**src/rtl/ball_motion_pkg.sv**
```systemverilog
// Shared definitions for the ball kinematics slice: table bounds, direction
// constants, motion state encoding and saturating helpers.
package dang9_pkg;

    localparam logic [9:0] DEF_X_MIN  = 10'd32;
    localparam logic [9:0] DEF_X_MAX  = 10'd607;
    localparam logic [9:0] DEF_Y_MIN  = 10'd32;
    localparam logic [9:0] DEF_Y_MAX  = 10'd447;
    localparam logic [9:0] DEF_INIT_X = 10'd160;
    localparam logic [9:0] DEF_INIT_Y = 10'd240;
    localparam logic [9:0] DEF_V_MAX  = 10'd15;
    localparam int unsigned DEF_FRICTION_DIV = 8;
    localparam int unsigned DEF_HOLD_FRAMES  = 4;
    localparam int unsigned BALL_D           = 24;

    localparam logic signed [9:0] DIR_POS = 10'sd1;
    localparam logic signed [9:0] DIR_NEG = -10'sd1;

    typedef enum logic [1:0] {
        IDLE,
        MOVING,
        HOLD
    } state_t;

    // |v| saturated to vmax; the 11-bit magnitude keeps -512 representable.
    function automatic logic [9:0] sat_abs(input logic signed [9:0] v,
                                           input logic [9:0] vmax);
        logic [10:0] mag;
        mag = v[9] ? (11'd0 - {1'b1, v}) : {1'b0, v};
        return (mag > {1'b0, vmax}) ? vmax : mag[9:0];
    endfunction

    function automatic logic [9:0] clamp_u(input logic [9:0] v,
                                           input logic [9:0] lo,
                                           input logic [9:0] hi);
        if (v < lo) return lo;
        if (v > hi) return hi;
        return v;
    endfunction

    function automatic logic signed [9:0] dir_of(input logic signed [9:0] d);
        return d[9] ? DIR_NEG : DIR_POS;
    endfunction

endpackage

```
**src/rtl/ball_motion_if.sv**
```systemverilog
// Command/status bundle between a ball_motion instance and its environment.
interface ball_motion_if;
    logic              frame_tick;
    logic              place_valid;
    logic [9:0]        place_x;
    logic [9:0]        place_y;
    logic              shot_valid;
    logic [9:0]        shot_vx;
    logic [9:0]        shot_vy;
    logic signed [9:0] shot_dx;
    logic signed [9:0] shot_dy;
    logic              coll_valid;
    logic signed [9:0] coll_vx;
    logic signed [9:0] coll_vy;
    logic signed [9:0] coll_dx;
    logic signed [9:0] coll_dy;
    logic [9:0]        x;
    logic [9:0]        y;
    logic [9:0]        vx;
    logic [9:0]        vy;
    logic signed [9:0] dx;
    logic signed [9:0] dy;
    logic              moving;
    logic              wall_hit;

    modport master (
        output frame_tick, place_valid, place_x, place_y,
               shot_valid, shot_vx, shot_vy, shot_dx, shot_dy,
               coll_valid, coll_vx, coll_vy, coll_dx, coll_dy,
        input  x, y, vx, vy, dx, dy, moving, wall_hit
    );

    modport slave (
        input  frame_tick, place_valid, place_x, place_y,
               shot_valid, shot_vx, shot_vy, shot_dx, shot_dy,
               coll_valid, coll_vx, coll_vy, coll_dx, coll_dy,
        output x, y, vx, vy, dx, dy, moving, wall_hit
    );
endinterface

```
**src/rtl/ball_motion_axis_step.sv**
```systemverilog
// One-axis position advance with cushion reflection (combinational).
module axis_step (
    input  logic [9:0]        i_pos,
    input  logic [9:0]        i_v,
    input  logic signed [9:0] i_d,
    input  logic [9:0]        i_min,
    input  logic [9:0]        i_max,
    output logic [9:0]        o_pos_next,
    output logic signed [9:0] o_d_next,
    output logic              o_hit
);
    logic signed [11:0] w_delta;
    logic signed [11:0] w_n;

    always_comb begin
        w_delta    = i_d[9] ? -$signed({2'b00, i_v}) : $signed({2'b00, i_v});
        w_n        = $signed({2'b00, i_pos}) + w_delta;
        o_pos_next = w_n[9:0];
        o_d_next   = i_d;
        o_hit      = 1'b0;
        if (w_n >= $signed({2'b00, i_max})) begin
            o_pos_next = i_max;
            o_d_next   = -10'sd1;
            o_hit      = 1'b1;
        end else if (w_n <= $signed({2'b00, i_min})) begin
            o_pos_next = i_min;
            o_d_next   = 10'sd1;
            o_hit      = 1'b1;
        end
    end
endmodule

```
**src/rtl/ball_motion.sv**
```systemverilog
// Per-ball kinematics register stage: frame stepping, cushion reflection,
// friction decay, collision/shot/respot loading.
module ball_motion
    import dang9_pkg::*;
#(
    parameter logic [9:0]  X_MIN        = DEF_X_MIN,
    parameter logic [9:0]  X_MAX        = DEF_X_MAX,
    parameter logic [9:0]  Y_MIN        = DEF_Y_MIN,
    parameter logic [9:0]  Y_MAX        = DEF_Y_MAX,
    parameter logic [9:0]  INIT_X       = DEF_INIT_X,
    parameter logic [9:0]  INIT_Y       = DEF_INIT_Y,
    parameter logic [9:0]  V_MAX        = DEF_V_MAX,
    parameter int unsigned FRICTION_DIV = DEF_FRICTION_DIV,
    parameter int unsigned HOLD_FRAMES  = DEF_HOLD_FRAMES
) (
    input  logic         clk,
    input  logic         rst,
    ball_motion_if.slave bus
);
    state_t            r_state, w_state_n;
    logic [9:0]        r_x, r_y, r_vx, r_vy;
    logic signed [9:0] r_dx, r_dy;
    logic [7:0]        r_fric_cnt, r_hold_cnt;
    logic              r_moving, r_wall_hit;

    logic [9:0]        w_x_n, w_y_n, w_vx_n, w_vy_n;
    logic signed [9:0] w_dx_n, w_dy_n;
    logic [7:0]        w_fric_n, w_hold_n;
    logic              w_wall_hit_n;

    logic [9:0]        w_x_step, w_y_step;
    logic signed [9:0] w_dx_step, w_dy_step;
    logic              w_hit_x, w_hit_y;

    axis_step u_step_x (
        .i_pos(r_x), .i_v(r_vx), .i_d(r_dx), .i_min(X_MIN), .i_max(X_MAX),
        .o_pos_next(w_x_step), .o_d_next(w_dx_step), .o_hit(w_hit_x)
    );

    axis_step u_step_y (
        .i_pos(r_y), .i_v(r_vy), .i_d(r_dy), .i_min(Y_MIN), .i_max(Y_MAX),
        .o_pos_next(w_y_step), .o_d_next(w_dy_step), .o_hit(w_hit_y)
    );

    always_comb begin
        w_state_n    = r_state;
        w_x_n        = r_x;
        w_y_n        = r_y;
        w_vx_n       = r_vx;
        w_vy_n       = r_vy;
        w_dx_n       = r_dx;
        w_dy_n       = r_dy;
        w_fric_n     = r_fric_cnt;
        w_hold_n     = r_hold_cnt;
        w_wall_hit_n = 1'b0;

        // An accepted collision pre-empts everything else, including the frame step.
        if (bus.coll_valid && r_state != HOLD) begin
            w_vx_n    = sat_abs(bus.coll_vx, V_MAX);
            w_vy_n    = sat_abs(bus.coll_vy, V_MAX);
            w_dx_n    = dir_of(bus.coll_dx);
            w_dy_n    = dir_of(bus.coll_dy);
            w_hold_n  = 8'(HOLD_FRAMES);
            w_fric_n  = '0;
            w_state_n = (w_vx_n == '0 && w_vy_n == '0) ? IDLE : HOLD;
        end else if (r_state == IDLE) begin
            if (bus.place_valid) begin
                w_x_n = clamp_u(bus.place_x, X_MIN, X_MAX);
                w_y_n = clamp_u(bus.place_y, Y_MIN, Y_MAX);
            end else if (bus.shot_valid) begin
                w_vx_n   = (bus.shot_vx > V_MAX) ? V_MAX : bus.shot_vx;
                w_vy_n   = (bus.shot_vy > V_MAX) ? V_MAX : bus.shot_vy;
                w_dx_n   = dir_of(bus.shot_dx);
                w_dy_n   = dir_of(bus.shot_dy);
                w_fric_n = '0;
                if (w_vx_n != '0 || w_vy_n != '0)
                    w_state_n = MOVING;
            end
        end else if (bus.frame_tick) begin
            w_x_n        = w_x_step;
            w_y_n        = w_y_step;
            w_dx_n       = w_dx_step;
            w_dy_n       = w_dy_step;
            w_wall_hit_n = w_hit_x | w_hit_y;

            if (r_fric_cnt == 8'(FRICTION_DIV - 1)) begin
                w_fric_n = '0;
                if (r_vx != '0) w_vx_n = r_vx - 10'd1;
                if (r_vy != '0) w_vy_n = r_vy - 10'd1;
            end else begin
                w_fric_n = r_fric_cnt + 8'd1;
            end

            if (r_state == HOLD) begin
                if (r_hold_cnt <= 8'd1) begin
                    w_hold_n  = '0;
                    w_state_n = MOVING;
                end else begin
                    w_hold_n = r_hold_cnt - 8'd1;
                end
            end

            if (w_vx_n == '0 && w_vy_n == '0) begin
                w_state_n = IDLE;
                w_fric_n  = '0;
            end
        end
    end

    always_ff @(posedge clk or posedge rst) begin
        if (rst) begin
            r_state    <= IDLE;
            r_x        <= INIT_X;
            r_y        <= INIT_Y;
            r_vx       <= '0;
            r_vy       <= '0;
            r_dx       <= DIR_POS;
            r_dy       <= DIR_POS;
            r_fric_cnt <= '0;
            r_hold_cnt <= '0;
            r_moving   <= 1'b0;
            r_wall_hit <= 1'b0;
        end else begin
            r_state    <= w_state_n;
            r_x        <= w_x_n;
            r_y        <= w_y_n;
            r_vx       <= w_vx_n;
            r_vy       <= w_vy_n;
            r_dx       <= w_dx_n;
            r_dy       <= w_dy_n;
            r_fric_cnt <= w_fric_n;
            r_hold_cnt <= w_hold_n;
            r_moving   <= (w_state_n != IDLE);
            r_wall_hit <= w_wall_hit_n;
        end
    end

    assign bus.x        = r_x;
    assign bus.y        = r_y;
    assign bus.vx       = r_vx;
    assign bus.vy       = r_vy;
    assign bus.dx       = r_dx;
    assign bus.dy       = r_dy;
    assign bus.moving   = r_moving;
    assign bus.wall_hit = r_wall_hit;
endmodule

```
**src/flat_wrapper.sv**
```systemverilog
// flat-port wrapper written by rule: the top's interface ports become plain ports
module ball_motion_flat import dang9_pkg::*;
#(
    parameter logic [9:0]  X_MIN        = DEF_X_MIN,
    parameter logic [9:0]  X_MAX        = DEF_X_MAX,
    parameter logic [9:0]  Y_MIN        = DEF_Y_MIN,
    parameter logic [9:0]  Y_MAX        = DEF_Y_MAX,
    parameter logic [9:0]  INIT_X       = DEF_INIT_X,
    parameter logic [9:0]  INIT_Y       = DEF_INIT_Y,
    parameter logic [9:0]  V_MAX        = DEF_V_MAX,
    parameter int unsigned FRICTION_DIV = DEF_FRICTION_DIV,
    parameter int unsigned HOLD_FRAMES  = DEF_HOLD_FRAMES
)
  (clk, rst, bus_frame_tick, bus_place_valid, bus_place_x, bus_place_y, bus_shot_valid, bus_shot_vx, bus_shot_vy, bus_shot_dx, bus_shot_dy, bus_coll_valid, bus_coll_vx, bus_coll_vy, bus_coll_dx, bus_coll_dy, bus_x, bus_y, bus_vx, bus_vy, bus_dx, bus_dy, bus_moving, bus_wall_hit);
  ball_motion_if bus_i ();
  input  logic clk;
  input  logic rst;
  input wire logic [$bits(bus_i.frame_tick)-1:0] bus_frame_tick;
  input wire logic [$bits(bus_i.place_valid)-1:0] bus_place_valid;
  input wire logic [$bits(bus_i.place_x)-1:0] bus_place_x;
  input wire logic [$bits(bus_i.place_y)-1:0] bus_place_y;
  input wire logic [$bits(bus_i.shot_valid)-1:0] bus_shot_valid;
  input wire logic [$bits(bus_i.shot_vx)-1:0] bus_shot_vx;
  input wire logic [$bits(bus_i.shot_vy)-1:0] bus_shot_vy;
  input wire logic [$bits(bus_i.shot_dx)-1:0] bus_shot_dx;
  input wire logic [$bits(bus_i.shot_dy)-1:0] bus_shot_dy;
  input wire logic [$bits(bus_i.coll_valid)-1:0] bus_coll_valid;
  input wire logic [$bits(bus_i.coll_vx)-1:0] bus_coll_vx;
  input wire logic [$bits(bus_i.coll_vy)-1:0] bus_coll_vy;
  input wire logic [$bits(bus_i.coll_dx)-1:0] bus_coll_dx;
  input wire logic [$bits(bus_i.coll_dy)-1:0] bus_coll_dy;
  output wire logic [$bits(bus_i.x)-1:0] bus_x;
  output wire logic [$bits(bus_i.y)-1:0] bus_y;
  output wire logic [$bits(bus_i.vx)-1:0] bus_vx;
  output wire logic [$bits(bus_i.vy)-1:0] bus_vy;
  output wire logic [$bits(bus_i.dx)-1:0] bus_dx;
  output wire logic [$bits(bus_i.dy)-1:0] bus_dy;
  output wire logic [$bits(bus_i.moving)-1:0] bus_moving;
  output wire logic [$bits(bus_i.wall_hit)-1:0] bus_wall_hit;
  assign bus_i.frame_tick = bus_frame_tick;
  assign bus_i.place_valid = bus_place_valid;
  assign bus_i.place_x = bus_place_x;
  assign bus_i.place_y = bus_place_y;
  assign bus_i.shot_valid = bus_shot_valid;
  assign bus_i.shot_vx = bus_shot_vx;
  assign bus_i.shot_vy = bus_shot_vy;
  assign bus_i.shot_dx = bus_shot_dx;
  assign bus_i.shot_dy = bus_shot_dy;
  assign bus_i.coll_valid = bus_coll_valid;
  assign bus_i.coll_vx = bus_coll_vx;
  assign bus_i.coll_vy = bus_coll_vy;
  assign bus_i.coll_dx = bus_coll_dx;
  assign bus_i.coll_dy = bus_coll_dy;
  assign bus_x = bus_i.x;
  assign bus_y = bus_i.y;
  assign bus_vx = bus_i.vx;
  assign bus_vy = bus_i.vy;
  assign bus_dx = bus_i.dx;
  assign bus_dy = bus_i.dy;
  assign bus_moving = bus_i.moving;
  assign bus_wall_hit = bus_i.wall_hit;
  ball_motion #(.X_MIN(X_MIN), .X_MAX(X_MAX), .Y_MIN(Y_MIN), .Y_MAX(Y_MAX), .INIT_X(INIT_X), .INIT_Y(INIT_Y), .V_MAX(V_MAX), .FRICTION_DIV(FRICTION_DIV), .HOLD_FRAMES(HOLD_FRAMES)) u_core (.clk(clk), .rst(rst), .bus(bus_i));
endmodule
```
**config.mk**
```make
export PLATFORM = sky130hd
export DESIGN_NAME = ball_motion_flat
export DESIGN_NICKNAME = d
export VERILOG_FILES = /design/src/rtl/ball_motion_pkg.sv /design/src/rtl/ball_motion_if.sv /design/src/rtl/ball_motion_axis_step.sv /design/src/rtl/ball_motion.sv /design/src/flat_wrapper.sv
export SDC_FILE = /design/constraint.sdc
export NUM_CORES = 1
export LEC_CHECK = 0
export ABC_AREA = 1
export BUFFER_PORTS_ARGS = -buffer_cell sky130_fd_sc_hd__buf_4
export CAP_MARGIN = 20
export CORE_MARGIN = 1
export CORE_UTILIZATION = 46
export CTS_BUF_LIST = sky130_fd_sc_hd__clkbuf_16
export DETAILED_ROUTE_END_ITERATION = 7
export PLACE_DENSITY = 0.71
export SLEW_MARGIN = 20
export SYNTH_ARGS = -nofsm -noshare
export SYNTH_HDL_FRONTEND = slang
export SYNTH_SLANG_ARGS = --single-unit
```
**constraint.sdc**
```tcl
create_clock -name clk -period 3.25 [get_ports clk]
set_clock_uncertainty 0.05 [all_clocks]
set_input_delay 0.1625 -clock clk [delete_from_list [all_inputs] [get_ports clk]]
set_output_delay 0.1625 -clock clk [all_outputs]
set_load 0.1 [all_outputs]
```
Word-level counts from Yosys, hierarchy flattened:

Cells that the tools add are included.

* $add $sub $neg: 10
* reduce and logical (&&, ||, !) cells: 25
* muxes and demuxes: 111
* eq/ne operators: 7
* bitwise logic cells: 2
* magnitude comparators: 13

Operators by type and width (number)
* two-way mux 10 bit: 60
* two-way mux 8 bit: 12
* zero test 10 bit: 4
* nonzero test 10 bit: 4
* two-way mux 1 bit: 25
* adder 11 x 12 -> 12 bit: 2
* less-or-equal comparator 12 x 7 -> 1 bit, second input constant: 2
* two-way mux 12 bit: 2
* negator 10 -> 12 bit: 2
* > comparator 11 x 4 -> 1 bit, second input constant: 2
* two-way mux 11 bit: 2
* subtractor 1 x 11 -> 11 bit, first input constant: 2
* > comparator 10 x 4 -> 1 bit, second input constant: 2
* less-than comparator 10 x 6 -> 1 bit, second input constant: 2
* two-way mux 2 bit: 10
* subtractor 10 x 1 -> 10 bit, second input constant: 2
* greater-or-equal comparator 12 x 10 -> 1 bit, second input constant: 1
* greater-or-equal comparator 12 x 11 -> 1 bit, second input constant: 1
* > comparator 10 bit, second input constant: 1
* > comparator 10 x 9 -> 1 bit, second input constant: 1
* AND reduction 3 bit: 3
* adder 8 x 1 -> 8 bit, second input constant: 1
* == test 8 x 3 -> 1 bit, second input constant: 1
* less-or-equal comparator 8 x 1 -> 1 bit, second input constant: 1
* 14 further kinds: 23

* logic and storage cells: 179
* input bits: 106
* output and inout port bits: 62
* register bits after elaboration: 80

Longest topological paths before layout:

* word-level depth: 13
* gate-level depth with buffers: 25
* mapped depth without buffers: 24

Cells and area by module:

From an unflattened synthesis, not the netlist that was laid out.

* cell total of the unflattened synthesis: 1290
* area, all modules: 8265.4 um^2

Modules (own cells, without submodules)
* ball_motion: cells each 695, seq. area each 2011.9 um^2, instances 1, area an instance 4909.7 um^2
* axis_step at u_core.u_step_y: cells each 302, seq. area each 0.0 um^2, instances 1, area an instance 1687.9 um^2
* axis_step at u_core.u_step_x: cells each 293, seq. area each 0.0 um^2, instances 1, area an instance 1667.8 um^2

Worst setup path before layout:

OpenSTA, ideal clock, no wires.

* kind: reg2reg
* from: register u_core.r_vx[0] (netlist: u_core.bus.vx[0])
* to: register u_core.r_dx[8] (netlist: u_core.bus.dx[8])
* slack: -405 ps
* setup time: 117 ps
* period minus slack after synthesis: 3655 ps
* required time: 3083 ps
* arrival time: 3489 ps
* buffers on the path: 0
* stages on the path, launching flop included: 23
* cells stage by stage: dfrtp_1 > inv_1 > ha_1 > nand3_2 > nor2_1 > nor2_1 > nor2_1 > nand2_1 > o21ai_0 > ha_1 > nand2_1 > nor2_1 > nand3_1 > nand3_1 > nand2_1 > nand2_1 > nor2_1 > nand4_1 > nand2_1 > nor2_4 > nand3_1 > nand3_1 > nand2_1

* longest elaborated chain between the ends: 8
* elaborated cells between the ends (all ways): 11
* classes of those cells: 2 x add/sub; 2 x order compare; 5 x mux; 2 x reduce/logical

Ends and longest elaborated chain
* start: declaration: RTL line ball_motion.sv:21 `logic [9:0] r_x, r_y, r_vx, r_vy;`
* start signal: assignment: RTL line ball_motion.sv:127 `r_vx <= w_vx_n;`
* negator 10 -> 12 bit: RTL line ball_motion_axis_step.sv:16 `w_delta = i_d[9] ? -$signed({2'b00, i_v}) : $signed({2'b00, i_v});`
* two-way mux 12 bit (*): RTL line ball_motion_axis_step.sv:16
* adder 11 x 12 -> 12 bit (*): RTL line ball_motion_axis_step.sv:17 `w_n = $signed({2'b00, i_pos}) + w_delta;`
* greater-or-equal comparator 12 x 11 -> 1 bit: RTL line ball_motion_axis_step.sv:21 `if (w_n >= $signed({2'b00, i_max})) begin`
* two-way mux 10 bit: RTL line ball_motion_axis_step.sv:21
* two-way mux 10 bit: RTL line ball_motion.sv:79 `end else if (bus.frame_tick) begin`
* two-way mux 10 bit: RTL line ball_motion.sv:66 `end else if (r_state == IDLE) begin`
* two-way mux 10 bit: RTL line ball_motion.sv:58 `if (bus.coll_valid && r_state != HOLD) begin`
* end signal: assignment: RTL line ball_motion.sv:129 `r_dx <= w_dx_n;`
* end: declaration: RTL line ball_motion.sv:22 `logic signed [9:0] r_dx, r_dy;`

Every way passes the cells marked *; elsewhere a longest branch is shown, timed or not. The select of a mux whose other input is x is not followed.
A chain may end at the register's enable or synchronous reset.

Final worst setup path:

* from: register u_core.r_vy[0] (netlist: u_core.bus.vy[0])
* to: register u_core.r_y[7] (netlist: u_core.bus.y[7])

* longest elaborated chain between the ends: 8
* elaborated cells between the ends (all ways): 9
* classes of those cells: 2 x add/sub; 2 x order compare; 5 x mux

Ends and longest elaborated chain
* start: declaration: RTL line ball_motion.sv:21
* start signal: assignment: RTL line ball_motion.sv:128 `r_vy <= w_vy_n;`
* negator 10 -> 12 bit: RTL line ball_motion_axis_step.sv:16
* two-way mux 12 bit (*): RTL line ball_motion_axis_step.sv:16
* adder 11 x 12 -> 12 bit (*): RTL line ball_motion_axis_step.sv:17
* less-or-equal comparator 12 x 7 -> 1 bit: RTL line ball_motion_axis_step.sv:25 `end else if (w_n <= $signed({2'b00, i_min})) begin`
* two-way mux 10 bit: RTL line ball_motion_axis_step.sv:25
* two-way mux 10 bit (*): RTL line ball_motion_axis_step.sv:21
* two-way mux 10 bit (*): RTL line ball_motion.sv:79
* two-way mux 10 bit (*): RTL line ball_motion.sv:66
* end signal: assignment: RTL line ball_motion.sv:126 `r_y <= w_y_n;`
* end: declaration: RTL line ball_motion.sv:21

Marked as above.

==> run summary <==
• Final Routed Wirelength: 19300 µm
• number of DRC markers after the initial detailed-route iteration: 571
• total clock sinks: 62
• Clk pin slew, worst setup/hold paths: 60 ps
• leftover overflow at the end of global routing: 0
• sort of element at the end of the critical path: flip-flop
• count of H-tree levels built during CTS: 3
• number of distinct library cells after synthesis: 52
• part of the Yosys area used for sequential elements: 24.7%
• violated checks: hold timing
• Final Hold Viols: 37
• most instantiated cells after synthesis: nand2_1, nor2_1, inv_1
• clock tree from TritonCTS: yes
• area taken by multi-input logic gates: 4550 µm²
• # hold bufs at CTS: 0
• IO buf count: 129
• number of antenna violations at the first check in global routing: 0
• share of Yosys cell area claimed by the top area cell type: 22.2%
• maximum count of clock buffers along a single path: 2
• Sum Neg Setup Slack: 0 ps
• Setup WS post-layout: 95.7 ps
• final setup violation count: 0
• total CTS buffers: 9
• horizontal die dimension: 119 µm
• number of detailed-routing iterations run before antenna repair: 5
• Synth Area per Inst: 6.22 µm²
• worst setup path class: reg -> reg
• required time of the worst setup path: 3480 ps
• first-pass GRT wire length: 29500 µm
• critical-path maximum fanout: 8
• layout cells sized above 1: 32.2%
• number of fillers in the final layout: 1211
• critical path arrival: 3380 ps
• Rows: 42
• largest cells by area after synthesis: dfrtp_1, nand2_1, nor2_1
• run status: finished with violations
• leading area contributor after synthesis: dfrtp_1
• worst relative slew slack: 33.2%
• FF/Latch Area: 1580 µm²
• RD Place Congestion: 0.912
• effective utilization at floorplan: 47.5%
• Synth Flop Type: dfrtp_1
• startpoint kind of the worst setup timing path: flip-flop
• worst hold slack across all endpoints: -33.4 ps
• maximum frequency from static timing analysis: 317 MHz
• post-placement cell area: 7580 µm²
• largest net degree at the start of global routing: 43
• count of pins over their slew limit: 0
• Yosys warning count: 0
• asr flop ratio synth: 100%
• number of enable flip-flop cells after synthesis: 0
• post-route ant nets: 0
• number of global-route vias before repair: 6276
• detailed-route wire length per cell: 14.2 µm
• most common cell in the netlist: nand2_1
• Final Critical Period: 3150 ps
• core outline area: 13300 µm²
• routed via count: 7152
• Cells after Synth: 1014
• combined area of all synthesized cells: 6310 µm²
• Detailed Place HPWL: 14400 µm
• clock tree root driver cell: clkbuf_16
• Max Cap Violations: 0
• per-cell via count in the routed design: 5.26
• nets: 1316
• Die Ht: 119 µm
• Top Ports: 168
• later-pin clock latency in the skew report: 350 ps
• hold crit path type: in -> async
• gr usage total: 26.2%
• antenna diode count: 0
• flip-flop and latch count after synthesis: 62
• Layout Area Growth over Synthesis: 35.3%
• count of unresolved DRC violations after routing: 0
• final cycle utilization of the critical path: 97.1%
• transition time at the pin with the least slew margin: 998 ps
• final non-filler cell area: 8540 µm²
• pre-CTS setup slack: -14.0 ps
• DIE AREA: 14200 µm²
==> state kept, by name, summed over array words and instances, names as in the netlist <==
name,cells
u_core.bus.x,10
u_core.bus.dx,1
u_core.bus.dy,1
u_core.r_fric_cnt,8
u_core.bus.vx,10
u_core.bus.vy,10
u_core.bus.wall_hit,1
u_core.r_state,2
u_core.r_hold_cnt,8
u_core.bus.y,10
u_core.bus.moving,1
==> repair_timing <==
action	4_1_cts	5_1_grt
resized for setup	3	141
endpoints found under the setup margin	3	22
setup buffers	1	21
pin swaps	4	64
gates cloned	1	0
==> per-stage QoR <==
step / util, % / std cells / hold WS (ps)
2_1_floorplan: - / 1015 / 294
3_3_place_gp: 57.0 / 1321 / 384
3_5_place_dp: 57.0 / 1321 / 383
4_1_cts: 59.1 / 1339 / 11.8
5_1_grt: 64.2 / 1360 / 54.3
6_report: 64.2 / 1360 / -33.4
==> final timing paths <==
path | endpoint | start | slack (ps) | cells past startpoint
setup / recovery | u_core.bus.y[7] | u_core.bus.vy[0] | 100 | 22
hold / removal | u_core.bus.x[6] | rst | -30 | 2
setup reg to reg | u_core.bus.y[7] | u_core.bus.vy[0] | 100 | 22
hold reg to reg | u_core.r_hold_cnt[7] | u_core.r_hold_cnt[7] | 470 | 2
max in group asynchronous | u_core.bus.vx[3] | rst | 2430 | 3
min in group clk | u_core.bus.x[7] | bus_place_x[7] | 70 | 3
==> worst max-delay path: stages, from the launching register on <==
cell and delay (ps):
dfrtp_2 400, inv_2 70, buf_4 130, nand2_2 90, xor2_2 160, o21ai_1 150
buf_4 150, ha_2 300, nand2_1 80, nand2_1 70, nand2_2 80, nand3_2 100
nand2_1 90, nand2_1 60, nand2_1 70, nand2_2 70, buf_4 140, nand3_1 80
nand4_1 190, nand3_4 190, nand4_1 160, o21ai_1 140, inv_1 50
==> per-layer routing <==
metal  up-vias  global-route usage [%]  routed length, µm
met4         0                    9.26                276
met3        28                    4.21               1220
met5         -                       0                  0
met1      3285                    34.4               8610
met2       230                    43.5               9200
li1       3609                       -                  -
==> area by class of cell <==
class | count | share of cell area [%]
tap | 176 | 2.58
sequential | 62 | 18.5
clock inverter | 7 | 0.381
multi-input combinational | 779 | 53.3
clock buffer | 9 | 2.64
inverter | 140 | 6.18
timing repair buffer | 187 | 16.4
==> layout by cell type, fill, tap and decap left out, drive strengths merged <==
cell type and n:
nand4 23, fa 2, clkinv 5, nand3 79
o22ai 9, a31oi 7, clkbuf 9, xor2 27
o21a 1, o31ai 1, buf 187, inv 141
dfstp 6, o21ai 78, clkinvlp 1, nor4 4
a21oi 37, a221oi 1, ha 29, o311ai 2
nor3 16, o32ai 1, nor2 156, a22oi 6
o41ai 1, nand2 272, xnor2 4, mux2 1
a31o 1, a41oi 1, or2 8, dfrtp 56
conb 2, o2111ai 1, and2 2, a311oi 1
nand3b 6
==> logic make-up after synthesis <==
family	count (synthesis)	synth area share [%]
compound gates	148	13.4
xor+xnor	31	4.54
fa+ha+maj	31	6.38
buf+inv	175	11.7
flops	62	24.7
mux	1	0.178
other cells	1	0.0594
simple gates	565	39.1
Power is not shown: default switching activity piles up to over one toggle a cycle in this logic, so the estimate is an artifact.
